`src/rtl/hyst_pkg.sv`:
```
// ----------------------------------------------------------------------------
// hyst_pkg
//   Shared types and defaults for the hysteresis-threshold stage that follows
//   non-maximum suppression in the edge-detection pipeline.
//
//   Contents:
//     IMG_W_DEF / IMG_H_DEF / MAG_W_DEF : default frame geometry and
//                                         magnitude width
//     pix_class_t                       : per-pixel class (NONE/WEAK/STRONG)
//     state_t                           : controller states (IDLE/RUN/FLUSH)
//     classify()                        : maps threshold comparisons to a class
// ----------------------------------------------------------------------------
package hyst_pkg;

    localparam int IMG_W_DEF = 18;
    localparam int IMG_H_DEF = 18;
    localparam int MAG_W_DEF = 5;

    typedef enum logic [1:0] {
        NONE   = 2'd0,
        WEAK   = 2'd1,
        STRONG = 2'd2
    } pix_class_t;

    typedef enum logic [1:0] {
        IDLE  = 2'd0,
        RUN   = 2'd1,
        FLUSH = 2'd2
    } state_t;

    // Strong wins over weak, so when thr_lo > thr_hi every pixel at or above
    // thr_lo is already strong and the weak set ends up empty by construction.
    function automatic pix_class_t classify(input logic at_hi, input logic at_lo);
        if (at_hi) begin
            return STRONG;
        end else if (at_lo) begin
            return WEAK;
        end else begin
            return NONE;
        end
    endfunction

endpackage

```
`src/rtl/hyst_thresh_if.sv`:
```
// ----------------------------------------------------------------------------
// hyst_thresh_if
//   Pixel-stream handshake between the NM stage, the hysteresis block and the
//   edge_out consumer.
//
//   Signals:
//     in_valid  : mag_in carries a pixel this cycle
//     mag_in    : NM magnitude, raster order
//     in_ready  : block can accept in_valid this cycle
//     out_valid : edge_out is meaningful this cycle
//     edge_out  : final edge decision for the current output pixel
//     out_done  : one-cycle pulse alongside the last output pixel of a frame
//
//   Modports:
//     master : pixel producer / result consumer (e.g. testbench, NM stage)
//     slave  : the hysteresis block itself
// ----------------------------------------------------------------------------
interface hyst_thresh_if #(
    parameter int MAG_W = 5
);

    logic             in_valid;
    logic [MAG_W-1:0] mag_in;
    logic             in_ready;
    logic             out_valid;
    logic             edge_out;
    logic             out_done;

    modport master (
        output in_valid,
        output mag_in,
        input  in_ready,
        input  out_valid,
        input  edge_out,
        input  out_done
    );

    modport slave (
        input  in_valid,
        input  mag_in,
        output in_ready,
        output out_valid,
        output edge_out,
        output out_done
    );

endinterface

```
`src/rtl/hyst_line_buf.sv`:
```
// ----------------------------------------------------------------------------
// hyst_line_buf
//   Depth-DEPTH shift register of 2-bit pixel classes. With DEPTH equal to the
//   frame width, dout presents the class that entered exactly one image row
//   (DEPTH shifts) earlier.
//
//   Ports:
//     clk      : system clock
//     shift_en : advance the line by one pixel
//     din      : class entering the line
//     dout     : class leaving the line (oldest entry)
//
//   Contents are deliberately not reset: the consumer masks every neighbour
//   that could still hold data from a previous frame.
// ----------------------------------------------------------------------------
module hyst_line_buf
    import hyst_pkg::*;
#(
    parameter int DEPTH = IMG_W_DEF
) (
    input  logic       clk,
    input  logic       shift_en,
    input  pix_class_t din,
    output pix_class_t dout
);

    pix_class_t mem [DEPTH];

    // Plain shift line: entry 0 takes the new class, every other entry takes
    // its predecessor, all only when the pixel stream advances.
    always_ff @(posedge clk) begin
        if (shift_en) begin
            mem[0] <= din;
            for (int i = 1; i < DEPTH; i++) begin
                mem[i] <= mem[i-1];
            end
        end
    end

    assign dout = mem[DEPTH-1];

endmodule

```
`src/rtl/hyst_thresh.sv`:
```
// ----------------------------------------------------------------------------
// hyst_thresh
//   Double-threshold hysteresis on the NM magnitude stream. Each pixel is
//   classed STRONG / WEAK / NONE; a pixel is an edge if it is strong, or weak
//   with at least one strong pixel among its 8 neighbours (single pass).
//
//   Ports:
//     clk        : system clock
//     reset      : asynchronous, active-low reset
//     bus        : hyst_thresh_if.slave pixel stream (in_valid, mag_in,
//                  in_ready, out_valid, edge_out, out_done)
//     thr_hi     : strong threshold, latched on the first pixel of a frame
//     thr_lo     : weak threshold, latched on the first pixel of a frame
//     busy       : a frame is in progress
//     edge_count : edge pixels emitted in the current or last frame
//
//   Build option:
//     HYST_STATS_EN : when defined, edge_count is a live counter; otherwise
//                     edge_count is tied to zero and no counter exists.
//
//   Timing: the output for pixel p is registered in the same clock edge that
//   accepts pixel p+IMG_W+1, so it is visible the cycle after that pixel was
//   presented. After the last input pixel, IMG_W+1 NONE pixels are injected
//   internally to push the remaining outputs out.
// ----------------------------------------------------------------------------
module hyst_thresh
    import hyst_pkg::*;
#(
    parameter int IMG_W = IMG_W_DEF,
    parameter int IMG_H = IMG_H_DEF,
    parameter int MAG_W = MAG_W_DEF
) (
    input  logic                               clk,
    input  logic                               reset,
    hyst_thresh_if.slave                       bus,
    input  logic [MAG_W-1:0]                   thr_hi,
    input  logic [MAG_W-1:0]                   thr_lo,
    output logic                               busy,
    output logic [$clog2(IMG_W*IMG_H+1)-1:0]   edge_count
);

    localparam int NPIX  = IMG_W * IMG_H;
    localparam int PIX_W = $clog2(NPIX);
    localparam int ROW_W = $clog2(IMG_H + 1);
    localparam int COL_W = $clog2(IMG_W);
    localparam int FL_W  = $clog2(IMG_W + 1);
    localparam int CNT_W = $clog2(NPIX + 1);

    localparam logic [PIX_W-1:0] FIRST_EMIT = PIX_W'(IMG_W + 1);
    localparam logic [PIX_W-1:0] LAST_PIX   = PIX_W'(NPIX - 1);
    localparam logic [ROW_W-1:0] LAST_ROW   = ROW_W'(IMG_H - 1);
    localparam logic [COL_W-1:0] LAST_COL   = COL_W'(IMG_W - 1);
    localparam logic [FL_W-1:0]  LAST_FLUSH = FL_W'(IMG_W);

    state_t           state;
    logic [MAG_W-1:0] thr_hi_q;
    logic [MAG_W-1:0] thr_lo_q;
    logic [PIX_W-1:0] in_count;
    logic [FL_W-1:0]  flush_count;
    logic [ROW_W-1:0] out_row;
    logic [COL_W-1:0] out_col;

    logic [MAG_W-1:0] hi_eff;
    logic [MAG_W-1:0] lo_eff;
    pix_class_t       pix_cls;
    pix_class_t       new_cls;
    logic             advance;
    logic             emit;

    pix_class_t       lb1_out;
    pix_class_t       lb2_out;
    pix_class_t       col_a [3];
    pix_class_t       col_b [3];
    pix_class_t       win [3][3];
    logic             strong_nb;
    logic             edge_dec;

    logic             mask_top;
    logic             mask_bot;
    logic             mask_left;
    logic             mask_right;

    // Input side: pick the thresholds in force (live inputs on the very first
    // pixel, since they are being latched in that same edge), class the pixel
    // and decide whether the window advances and whether an output is due.
    // In FLUSH the window keeps moving on phantom NONE pixels every cycle.
    always_comb begin
        hi_eff  = (state == IDLE) ? thr_hi : thr_hi_q;
        lo_eff  = (state == IDLE) ? thr_lo : thr_lo_q;
        pix_cls = classify(bus.mag_in >= hi_eff, bus.mag_in >= lo_eff);
        advance = 1'b0;
        emit    = 1'b0;
        new_cls = NONE;
        case (state)
            IDLE: begin
                advance = bus.in_valid;
                new_cls = pix_cls;
            end
            RUN: begin
                advance = bus.in_valid;
                new_cls = pix_cls;
                emit    = bus.in_valid && (in_count >= FIRST_EMIT);
            end
            FLUSH: begin
                advance = 1'b1;
                emit    = 1'b1;
                new_cls = NONE;
            end
            default: begin
                advance = 1'b0;
            end
        endcase
    end

    // Two row delays: lb1 yields the pixel one row above the incoming one,
    // lb2 the pixel two rows above.
    hyst_line_buf #(.DEPTH(IMG_W)) u_lb1 (
        .clk      (clk),
        .shift_en (advance),
        .din      (new_cls),
        .dout     (lb1_out)
    );

    hyst_line_buf #(.DEPTH(IMG_W)) u_lb2 (
        .clk      (clk),
        .shift_en (advance),
        .din      (lb1_out),
        .dout     (lb2_out)
    );

    // The 3x3 window is the two most recent columns held in col_a/col_b plus
    // the column arriving this cycle. Deciding on that assembled window lets
    // the result be registered in the same edge that accepts the pixel.
    // Like the line buffers, these columns are never reset.
    always_ff @(posedge clk) begin
        if (advance) begin
            col_a    <= col_b;
            col_b[0] <= lb2_out;
            col_b[1] <= lb1_out;
            col_b[2] <= new_cls;
        end
    end

    // Border masking is keyed off the coordinates of the centre pixel about
    // to be emitted; it hides both true off-frame positions and the row
    // wrap-around that a flat raster window would otherwise see.
    assign mask_top   = (out_row == '0);
    assign mask_bot   = (out_row == LAST_ROW);
    assign mask_left  = (out_col == '0);
    assign mask_right = (out_col == LAST_COL);

    // Hysteresis decision for the centre pixel: strong, or weak touching a
    // strong neighbour that survives border masking.
    always_comb begin
        for (int r = 0; r < 3; r++) begin
            win[r][0] = col_a[r];
            win[r][1] = col_b[r];
        end
        win[0][2] = lb2_out;
        win[1][2] = lb1_out;
        win[2][2] = new_cls;

        strong_nb = 1'b0;
        for (int r = 0; r < 3; r++) begin
            for (int c = 0; c < 3; c++) begin
                if (!(r == 1 && c == 1) &&
                    (win[r][c] == STRONG) &&
                    !(r == 0 && mask_top) &&
                    !(r == 2 && mask_bot) &&
                    !(c == 0 && mask_left) &&
                    !(c == 2 && mask_right)) begin
                    strong_nb = 1'b1;
                end
            end
        end

        edge_dec = (win[1][1] == STRONG) || ((win[1][1] == WEAK) && strong_nb);
    end

    // Frame controller with registered handshake outputs. IDLE takes pixel 0
    // and latches thresholds, RUN counts input pixels (stalls simply leave
    // everything untouched), FLUSH drains IMG_W+1 phantom pixels and raises
    // out_done with the final output while dropping busy and reopening input.
    always_ff @(posedge clk or negedge reset) begin
        if (!reset) begin
            state         <= IDLE;
            thr_hi_q      <= '0;
            thr_lo_q      <= '0;
            in_count      <= '0;
            flush_count   <= '0;
            out_row       <= '0;
            out_col       <= '0;
            busy          <= 1'b0;
            bus.in_ready  <= 1'b1;
            bus.out_valid <= 1'b0;
            bus.edge_out  <= 1'b0;
            bus.out_done  <= 1'b0;
        end else begin
            bus.out_valid <= emit;
            bus.edge_out  <= emit & edge_dec;
            bus.out_done  <= 1'b0;

            if (emit) begin
                if (out_col == LAST_COL) begin
                    out_col <= '0;
                    out_row <= out_row + ROW_W'(1);
                end else begin
                    out_col <= out_col + COL_W'(1);
                end
            end

            case (state)
                IDLE: begin
                    if (bus.in_valid) begin
                        thr_hi_q <= thr_hi;
                        thr_lo_q <= thr_lo;
                        in_count <= PIX_W'(1);
                        out_row  <= '0;
                        out_col  <= '0;
                        busy     <= 1'b1;
                        state    <= RUN;
                    end
                end
                RUN: begin
                    if (bus.in_valid) begin
                        if (in_count == LAST_PIX) begin
                            state        <= FLUSH;
                            bus.in_ready <= 1'b0;
                            flush_count  <= '0;
                        end else begin
                            in_count <= in_count + PIX_W'(1);
                        end
                    end
                end
                FLUSH: begin
                    if (flush_count == LAST_FLUSH) begin
                        bus.out_done <= 1'b1;
                        busy         <= 1'b0;
                        bus.in_ready <= 1'b1;
                        state        <= IDLE;
                    end else begin
                        flush_count <= flush_count + FL_W'(1);
                    end
                end
                default: begin
                    state <= IDLE;
                end
            endcase
        end
    end

`ifdef HYST_STATS_EN
    logic [CNT_W-1:0] edge_cnt_q;

    // Per-frame edge tally: cleared by the first pixel of a new frame, bumped
    // with each emitted edge, and left alone between frames.
    always_ff @(posedge clk or negedge reset) begin
        if (!reset) begin
            edge_cnt_q <= '0;
        end else if (state == IDLE && bus.in_valid) begin
            edge_cnt_q <= '0;
        end else if (emit && edge_dec) begin
            edge_cnt_q <= edge_cnt_q + CNT_W'(1);
        end
    end

    assign edge_count = edge_cnt_q;
`else
    assign edge_count = '0;
`endif

endmodule
```
`src/flat_wrapper.sv`:
```
// flat-port wrapper written by rule: the top's interface ports become plain ports
module hyst_thresh_flat import hyst_pkg::*;
#(
    parameter int IMG_W = IMG_W_DEF,
    parameter int IMG_H = IMG_H_DEF,
    parameter int MAG_W = MAG_W_DEF
)
  (clk, reset, thr_hi, thr_lo, busy, edge_count, bus_in_valid, bus_mag_in, bus_in_ready, bus_out_valid, bus_edge_out, bus_out_done);
  hyst_thresh_if #(.MAG_W(MAG_W)) bus_i ();
  input  logic clk;
  input  logic reset;
  input  logic [MAG_W-1:0] thr_hi;
  input  logic [MAG_W-1:0] thr_lo;
  output logic busy;
  output logic [$clog2(IMG_W*IMG_H+1)-1:0] edge_count;
  input wire logic [$bits(bus_i.in_valid)-1:0] bus_in_valid;
  input wire logic [$bits(bus_i.mag_in)-1:0] bus_mag_in;
  output wire logic [$bits(bus_i.in_ready)-1:0] bus_in_ready;
  output wire logic [$bits(bus_i.out_valid)-1:0] bus_out_valid;
  output wire logic [$bits(bus_i.edge_out)-1:0] bus_edge_out;
  output wire logic [$bits(bus_i.out_done)-1:0] bus_out_done;
  assign bus_i.in_valid = bus_in_valid;
  assign bus_i.mag_in = bus_mag_in;
  assign bus_in_ready = bus_i.in_ready;
  assign bus_out_valid = bus_i.out_valid;
  assign bus_edge_out = bus_i.edge_out;
  assign bus_out_done = bus_i.out_done;
  hyst_thresh #(.IMG_W(IMG_W), .IMG_H(IMG_H), .MAG_W(MAG_W)) u_core (.clk(clk), .reset(reset), .bus(bus_i), .thr_hi(thr_hi), .thr_lo(thr_lo), .busy(busy), .edge_count(edge_count));
endmodule
```
`config.mk`:
```
export PLATFORM = sky130hd
export DESIGN_NAME = hyst_thresh_flat
export DESIGN_NICKNAME = d
export VERILOG_FILES = /design/src/rtl/hyst_pkg.sv /design/src/rtl/hyst_thresh_if.sv /design/src/rtl/hyst_line_buf.sv /design/src/rtl/hyst_thresh.sv /design/src/flat_wrapper.sv
export SDC_FILE = /design/constraint.sdc
export NUM_CORES = 1
export LEC_CHECK = 0
export BUFFER_PORTS_ARGS = -buffer_cell sky130_fd_sc_hd__buf_2
export CAP_MARGIN = 5
export CORE_ASPECT_RATIO = 1.4
export CORE_MARGIN = 4
export CORE_UTILIZATION = 62
export CTS_BUF_LIST = sky130_fd_sc_hd__clkbuf_4
export DETAILED_ROUTE_END_ITERATION = 16
export PLACE_DENSITY = 0.81
export SYNTH_ARGS = -nofsm -noshare
export SYNTH_HDL_FRONTEND = slang
export SYNTH_SLANG_ARGS = --single-unit
```
`constraint.sdc`:
```
create_clock -name clk -period 5.5 [get_ports clk]
set_clock_uncertainty 0.1 [all_clocks]
set_input_delay 0.275 -clock clk [delete_from_list [all_inputs] [get_ports clk]]
set_output_delay 0.275 -clock clk [all_outputs]
set_load 0.02 [all_outputs]
```
Yosys cells after proc, flatten, opt, wreduce, memory -nomap -nowiden

Memories as Yosys holds them, arrays and structs flattened.
Index checks and enable logic that the tools add are counted.

Bits in read-only memories: 0
Latch bits: 0
Register bits after elaboration: 53
Output and inout bits: 14
RAM bits: 72
Logic and storage cells: 129
Memories: 2

Memories:

| memory           | words | bits a word | read ports | clocked after memory_dff | write ports | line                | RTL |
|---|---|---|---|---|---|---|---|
| u_core.u_lb1.mem | 18    | 2           | 18         | 0                        | 18          | hyst_line_buf.sv:27 | `pix_class_t mem [DEPTH];` |
| u_core.u_lb2.mem | 18    | 2           | 18         | 0                        | 18          | hyst_line_buf.sv:27 |  |

Add/sub/neg operators: 4
Multiplexer cells: 47
Bitwise logic cells: 1
Eq/ne operators: 22
$mul: 0
Shifts and indexed selects: 0
Order comparisons: 3
Reductions and logical operators: 32
Div/mod/pow operators: 0

Operators with widths:

| cell                                                              | number |
|---|---|
| two-way mux 5 bit                                                 | 13 |
| two-way mux 9 bit                                                 | 3 |
| equality test 2 bit, second input constant                        | 10 |
| two-way mux 1 bit                                                 | 18 |
| case mux 9 bit (2 select lines)                                   | 1 |
| AND reduction 4 bit                                               | 4 |
| adder 5 x 1 -> 5 bit, second input constant                       | 3 |
| equality test 5 bit, second input constant                        | 3 |
| logical AND 1 bit                                                 | 14 |
| two-way mux 2 bit                                                 | 6 |
| greater-or-equal comparator 5 bit                                 | 2 |
| logical NOT 5 bit                                                 | 2 |
| case mux 5 bit (2 select lines)                                   | 1 |
| adder 9 x 1 -> 9 bit, second input constant                       | 1 |
| equality test 9 bit, second input constant                        | 1 |
| greater-or-equal comparator 9 x 5 -> 1 bit, second input constant | 1 |
| inequality test 2 bit, second input constant                      | 4 |
| case mux 1 bit (2 select lines)                                   | 4 |
| case mux 2 bit (3 select lines)                                   | 1 |
| nonzero test 2 bit                                                | 3 |
| equality test 2 x 1 -> 1 bit, second input constant               | 2 |
| logical NOT 1 bit                                                 | 4 |
| inequality test 2 x 1 -> 1 bit, second input constant             | 2 |
| AND reduction 3 bit                                               | 1 |
| other kinds (5)                                                   | 5 |

Logic depth before layout (Yosys ltp)

Depth after elaboration: 15
Mapped depth: 11
Depth with buffers taken out: 9

Cells and area by module

A second synthesis with hierarchy kept.

Cells, all modules: 379
Area total of the unflattened synthesis: 5166.2 µm²

Modules (own cells, without submodules):

| module        | area an instance (µm²) | instances | seq. area each (µm²) | cells an instance |
|---|---|---|---|---|
| hyst_thresh   | 3004.1                 | 1         | 1387.6               | 307 |
| hyst_line_buf | 1081.0                 | 2         | 1081.0               | 36 |

Least setup slack after synthesis

Ideal clock, no wire load.

Path kind: register -> register
From: register u_core.state[1]
To: register u_core.col_a[4] (netlist bit) (enable)
Buffers on the path: 0
Arrival: 4431 ps
Required time: 4857 ps
Cell stages (with the launch flop): 3
Library setup time: 543 ps
Setup slack: 426 ps
Cell sequence: dfrtp_1 > inv_1 > mux2i_1

Word-level cells in the longest chain between the ends: 3
Elaborated cells between the ends (all ways): 5

RTL lines:

| what                                                              | line               | RTL |
|---|---|---|
| start, declared                                                   | hyst_thresh.sv:55  | `state_t state;` |
| start signal, assigned                                            | hyst_thresh.sv:186 | `state <= IDLE;` |
| start signal, assigned                                            | hyst_thresh.sv:221 | `state <= RUN;` |
| start signal, assigned                                            | hyst_thresh.sv:227 | `state <= FLUSH;` |
| equality test 2 x 1 -> 1 bit or logical NOT 2 bit (tied branches) | hyst_thresh.sv:94  | `case (state)` |
| OR reduction 2 bit (no line)                                      | --                 |  |
| case mux 1 bit (2 select lines) *                                 | hyst_thresh.sv:94  |  |
| named net u_core.advance                                          | hyst_thresh.sv:67  | `logic advance;` |
| end signal, assigned                                              | hyst_thresh.sv:137 | `col_a <= col_b;` |
| end, declared                                                     | hyst_thresh.sv:72  | `pix_class_t col_a [3];` |

Mark *: on every way through the listed nets, which the timed path passes. The rest lies on a longest branch.
A chain may end at the register's enable or synchronous reset.

Worst setup path in the final report

From: register u_core.state[1]
To: register u_core.bus.edge_out

Word-level cells in the longest chain between the ends: 13
Elaborated cells between the ends (all ways): 19

RTL lines:

| what                              | line                                                    | RTL |
|---|---|---|
| logical NOT 2 bit                 | hyst_thresh.sv:88, hyst_thresh.sv:89, hyst_thresh.sv:94 |  |
| two-way mux 5 bit                 | hyst_thresh.sv:89                                       | `lo_eff = (state == IDLE) ? thr_lo : thr_lo_q;` |
| greater-or-equal comparator 5 bit | hyst_thresh.sv:90                                       | `pix_cls = classify(bus.mag_in >= hi_eff, bus.mag_in >= lo_eff);` |
| two-way mux 1 bit                 | hyst_pkg.sv:36                                          | `end else if (at_lo) begin` |
| two-way mux 2 bit                 | hyst_pkg.sv:34                                          | `if (at_hi) begin` |
| two-way mux 2 bit                 | hyst_thresh.sv:94                                       |  |
| equality test 2 bit               | hyst_thresh.sv:167                                      | `(win[r][c] == STRONG) &&` |
| logical AND 1 bit                 | hyst_thresh.sv:168                                      | `!(r == 0 && mask_top) &&` |
| logical AND 1 bit                 | hyst_thresh.sv:170                                      | `!(c == 0 && mask_left) &&` |
| two-way mux 1 bit                 | hyst_thresh.sv:166                                      | `if (!(r == 1 && c == 1) &&` |
| logical AND 1 bit                 | hyst_thresh.sv:177                                      | `edge_dec = (win[1][1] == STRONG) \|\| ((win[1][1] == WEAK) && strong_nb);` |
| logical OR 1 bit                  | hyst_thresh.sv:177                                      |  |
| bitwise AND 1 bit *               | hyst_thresh.sv:200                                      | `bus.edge_out <= emit & edge_dec;` |
| end signal, assigned              | hyst_thresh.sv:200                                      |  |
| end, declared                     | hyst_thresh_if.sv:43                                    | `output edge_out,` |

Every way passes the cells marked *; elsewhere a longest branch is shown, timed or not.

==> flow_summary.yaml <==
outcome:
  outcome: "finished, final reports clean"
sta:
  setup_viol_count_final: 0
  hold-worst-slack_ps: 128
  worst_slack_ps: 2400
  worst_slew_margin_rel: 0.245
  layout_worst_path_cycle_share: 0.563
  worst_slew_pin_slew_ps: 1120
  fin_tns_setup_ps: 0
  final_max_slew_viol_count: 0
  final_period_minus_worst_setup_slack_ps: 3100
  rsz0062_at_grt: "false"
  finalHoldViolations: 0
  maxClockFrequency_mhz: 323
critical_path:
  cp_data_arrival_time_ps: 3380
  worst_setup_path_start_kind: "register"
  crit_end: "u_core.bus.edge_out$_DFF_PN0_"
  worstReg2RegEnd: "u_core.bus.edge_out$_DFF_PN0_"
  timing.reg2reg.setup_slack_ps: 2400
  type_of_the_worst_setup_path: "reg -> reg"
  cp-end-kind: "register"
  setup.worst_path.start: "u_core.state[1]$_DFFE_PN0P_"
  critical_path.reg2reg.startpoint: "u_core.state[1]$_DFFE_PN0P_"
  crit_required_ps: 5790
  r2r.worst_path.cells: 9
  critical_path_peak_fanout: 19
clock_network:
  clock_tree_from_tritoncts: "built"
  cts_inserted_buffers: 17
  cts_resized: 0
  clk_latency_ps: 510
  deepest_level_of_the_cts_h_tree: 4
  cts.sinks: 117
  root_cell_of_the_clock_tree: "sky130_fd_sc_hd__clkbuf_4"
  ctsLongestPathBuffers: 2
  clkSlewWorstSetupHoldPaths_ps: 90
floorplanning:
  row_count: 38
  fp.dieArea_sq_um: 9530
  initial_utilization: 0.637
  floorplan.core_area_sq_um: 7800
  chipWidth_um: 83.7
  die_height_um: 114
  ios: 32
drt:
  vias: 2898
  route.antenna.remaining_nets: 0
  avgRoutedWirePerCell_um: 15.7
  drt_iter0_markers: 213
  drc_errors: 0
  drtPass1Iterations: 4
  drt_wl_total_um: 8280
  viasPerCell: 5.49
yosys:
  synth.avg_cell_area_sq_um: 13.3
  asyncSetResetFlopFracSynth: 0.350
  synth-compound-area-share: 0.0718
  post_synth_xor_area_fraction: 0.0159
  adder_and_majority_cell_fraction_of_the_synthesized_area: 0.0554
  synthesized_area_fraction_occupied_by_and_or_nand_nor_cells: 0.124
  post_synth_inst_count: 374
  synth_mux_area_frac: 0.0307
  post_synthesis_instance_area_sq_um: 4970
  yosys_warnings: 0
  dominant_combinational_cell_family_by_area_after_synthesis: "simple AND/OR/NAND/NOR gates"
  synth_edf_count: 76
  postSynth.topFlopCell: "sky130_fd_sc_hd__edfxtp_1"
  yosysSeqAreaShare: 0.666
  yosys.cell_types.count: 50
  ys_seq_elements: 117
place:
  detailed_place_hpwl_um: 5390
  numPlacedInstances: 485
  gpl.final_weighted_congestion: 0.769
  numPortBuffers: 22
  post-place-ws_ps: 2410
hold_path:
  hold_path.class: "in -> reg"
global_route:
  track_usage: 0.195
  grt_pass1_wl_um: 14300
  grt-ovfl-total: 0
  vias_in_the_first_global_route: 2994
  grt_antenna_before_repair: 0
  grt_max_degree: 77
finish:
  areaGrowthSynthToFinish_pct: 11.1
  post_route_cells_drive_above_1_share: 0.166
  finish.cell_count_without_fillers: 528
  post_route_utilization: 0.708
  n_antenna_cell: 0
  final_net_count: 455
flow_run:
  drv_cap: 0
power:
  ir_drop_v: 0.000255
  power_density_nw_per_um2: 375
  p_leak_uw: 0.00231
## worst max-delay path, cell delays in order, from the launching register on
cell and delay [ps]:
sky130_fd_sc_hd__dfrtp_1 400, sky130_fd_sc_hd__inv_1 170, sky130_fd_sc_hd__ha_1 730, sky130_fd_sc_hd__mux2_2 420, sky130_fd_sc_hd__ha_1 270, sky130_fd_sc_hd__nor2b_1 90, sky130_fd_sc_hd__o21ai_0 90, sky130_fd_sc_hd__a31oi_1 270
sky130_fd_sc_hd__nor4_1 100, sky130_fd_sc_hd__o311a_1 330
## flip-flops by register name, indices dropped and copies added (netlist names)
name,cells
u_core.out_row,5
u_core.state,2
u_core.u_lb1.mem,36
u_core.u_lb2.mem,36
u_core.busy,1
u_core.bus.edge_out,1
u_core.thr_hi_q,5
u_core.bus.in_ready,1
u_core.out_col,5
u_core.col_b,2
u_core.flush_count,5
u_core.bus.out_done,1
u_core.thr_lo_q,5
u_core.col_a,2
u_core.bus.out_valid,1
u_core.in_count,9
## cells by family (layout without fill, tap and decap cells)
group	after synthesis	in the layout
AOI/OAI and AO/OA	51	51
buffers and inverters	36	82
adders and majority gates	22	22
other	1	9
DFF	117	117
xor gates and xnor gates	9	9
and+or+nand+nor	123	123
muxes	15	15
## timing repair
action                                 in CTS  in global routing
setup buffers                               0                  0
hold buffers                               11                  0
endpoints found under the hold margin      50                  0
## report_power, final
group          switching (uW)  total (uW)  internal (uW)
Sequential               60.3        1100           1040
Clock                     286         593            306
Combinational             216         374            158
Total                     562        2070           1510
## per-layer routing
| metal | vias up | part of all wire | GRT usage |
|---|---|---|---|
| met2 | 67 | 0.50 | 0.307 |
| li1 | 1416 | - | - |
| met4 | 0 | 0.020 | 0.0762 |
| met5 | - | 0 | 0 |
| met1 | 1398 | 0.43 | 0.250 |
| met3 | 17 | 0.049 | 0.0708 |
## stage by stage
stage / power [uW] / instance area [sq um]
2_1_floorplan: 1410 / 5000
3_3_place_gp: 1470 / 5140
3_5_place_dp: 1490 / 5140
4_1_cts: 2090 / 5520
5_1_grt: 2200 / 5520
6_report: 2070 / 5520
## final cells by class
cell class / instances / area [sq um]
sequential: 117 / 3310
timing repair buffer: 34 / 228
multi-input combinational: 229 / 1530
inverter: 16 / 60.1
tap: 100 / 125
clock buffer: 25 / 188
clock inverter: 7 / 85.1
fill: 545 / 2280
## placed cells by master (no fill, tap or decap), types with 3 or more instances in the layout
| cell type | Yosys | layout |
|---|---|---|
| sky130_fd_sc_hd__conb_1 | 1 | 9 |
| sky130_fd_sc_hd__a22o_2 | 3 | 3 |
| sky130_fd_sc_hd__xor2_1 | 4 | 4 |
| sky130_fd_sc_hd__nor3_1 | 6 | 6 |
| sky130_fd_sc_hd__xnor2_1 | 5 | 5 |
| sky130_fd_sc_hd__nand4_1 | 5 | 5 |
| sky130_fd_sc_hd__o21ai_0 | 12 | 12 |
| sky130_fd_sc_hd__buf_2 | 0 | 22 |
| sky130_fd_sc_hd__inv_1 | 16 | 16 |
| sky130_fd_sc_hd__nor2_1 | 23 | 23 |
| sky130_fd_sc_hd__a21o_1 | 3 | 3 |
| sky130_fd_sc_hd__dfrtp_1 | 40 | 40 |
| sky130_fd_sc_hd__o31ai_1 | 3 | 3 |
| sky130_fd_sc_hd__mux2i_1 | 13 | 12 |
| sky130_fd_sc_hd__dlygate4sd3_1 | 0 | 11 |
| sky130_fd_sc_hd__ha_1 | 22 | 22 |
| sky130_fd_sc_hd__a22o_1 | 3 | 3 |
| sky130_fd_sc_hd__or3b_2 | 4 | 4 |
| sky130_fd_sc_hd__nand2_1 | 49 | 49 |
| sky130_fd_sc_hd__nand3_1 | 9 | 9 |
| sky130_fd_sc_hd__or3_1 | 3 | 3 |
| sky130_fd_sc_hd__a21oi_1 | 12 | 12 |
| sky130_fd_sc_hd__clkbuf_4 | 0 | 25 |
| sky130_fd_sc_hd__a31oi_1 | 3 | 3 |
| sky130_fd_sc_hd__edfxtp_1 | 76 | 76 |
| sky130_fd_sc_hd__or2_2 | 3 | 3 |
| sky130_fd_sc_hd__nand2b_1 | 5 | 5 |
## cell usage after synthesis, types with 9 or more instances
cell / n / area [sq um]
sky130_fd_sc_hd__o21ai_0: 12 / 60.1
sky130_fd_sc_hd__nand3_1: 9 / 45.0
sky130_fd_sc_hd__dfrtp_1: 40 / 1000
sky130_fd_sc_hd__a21oi_1: 12 / 60.1
sky130_fd_sc_hd__edfxtp_1: 76 / 2280
sky130_fd_sc_hd__nor2_1: 23 / 86.3
sky130_fd_sc_hd__clkbuf_1: 10 / 37.5
sky130_fd_sc_hd__ha_1: 22 / 275
sky130_fd_sc_hd__inv_1: 16 / 60.1
sky130_fd_sc_hd__buf_4: 9 / 67.6
sky130_fd_sc_hd__mux2i_1: 13 / 130
sky130_fd_sc_hd__nand2_1: 49 / 184
## worst min-delay path by stage
stage / startpoint / to / slack, ps / depth (start not counted)
after global routing: bus_in_valid / u_core.in_count[2]$_DFFE_PN0P_ / 80 / 3
final: bus_in_valid / u_core.in_count[1]$_DFFE_PN0P_ / 130 / 3
after global placement: u_core.u_lb2.mem[7][0]$_DFFE_PP_ / u_core.u_lb2.mem[8][0]$_DFFE_PP_ / 310 / 0
after floorplan: reset / u_core.bus.edge_out$_DFF_PN0_ / -120 / 0
after CTS: bus_in_valid / u_core.in_count[2]$_DFFE_PN0P_ / 80 / 3
after detailed placement: u_core.u_lb1.mem[5][1]$_DFFE_PP_ / u_core.u_lb1.mem[6][1]$_DFFE_PP_ / 310 / 0
Note: power is estimated with default switching activity, not from simulation.
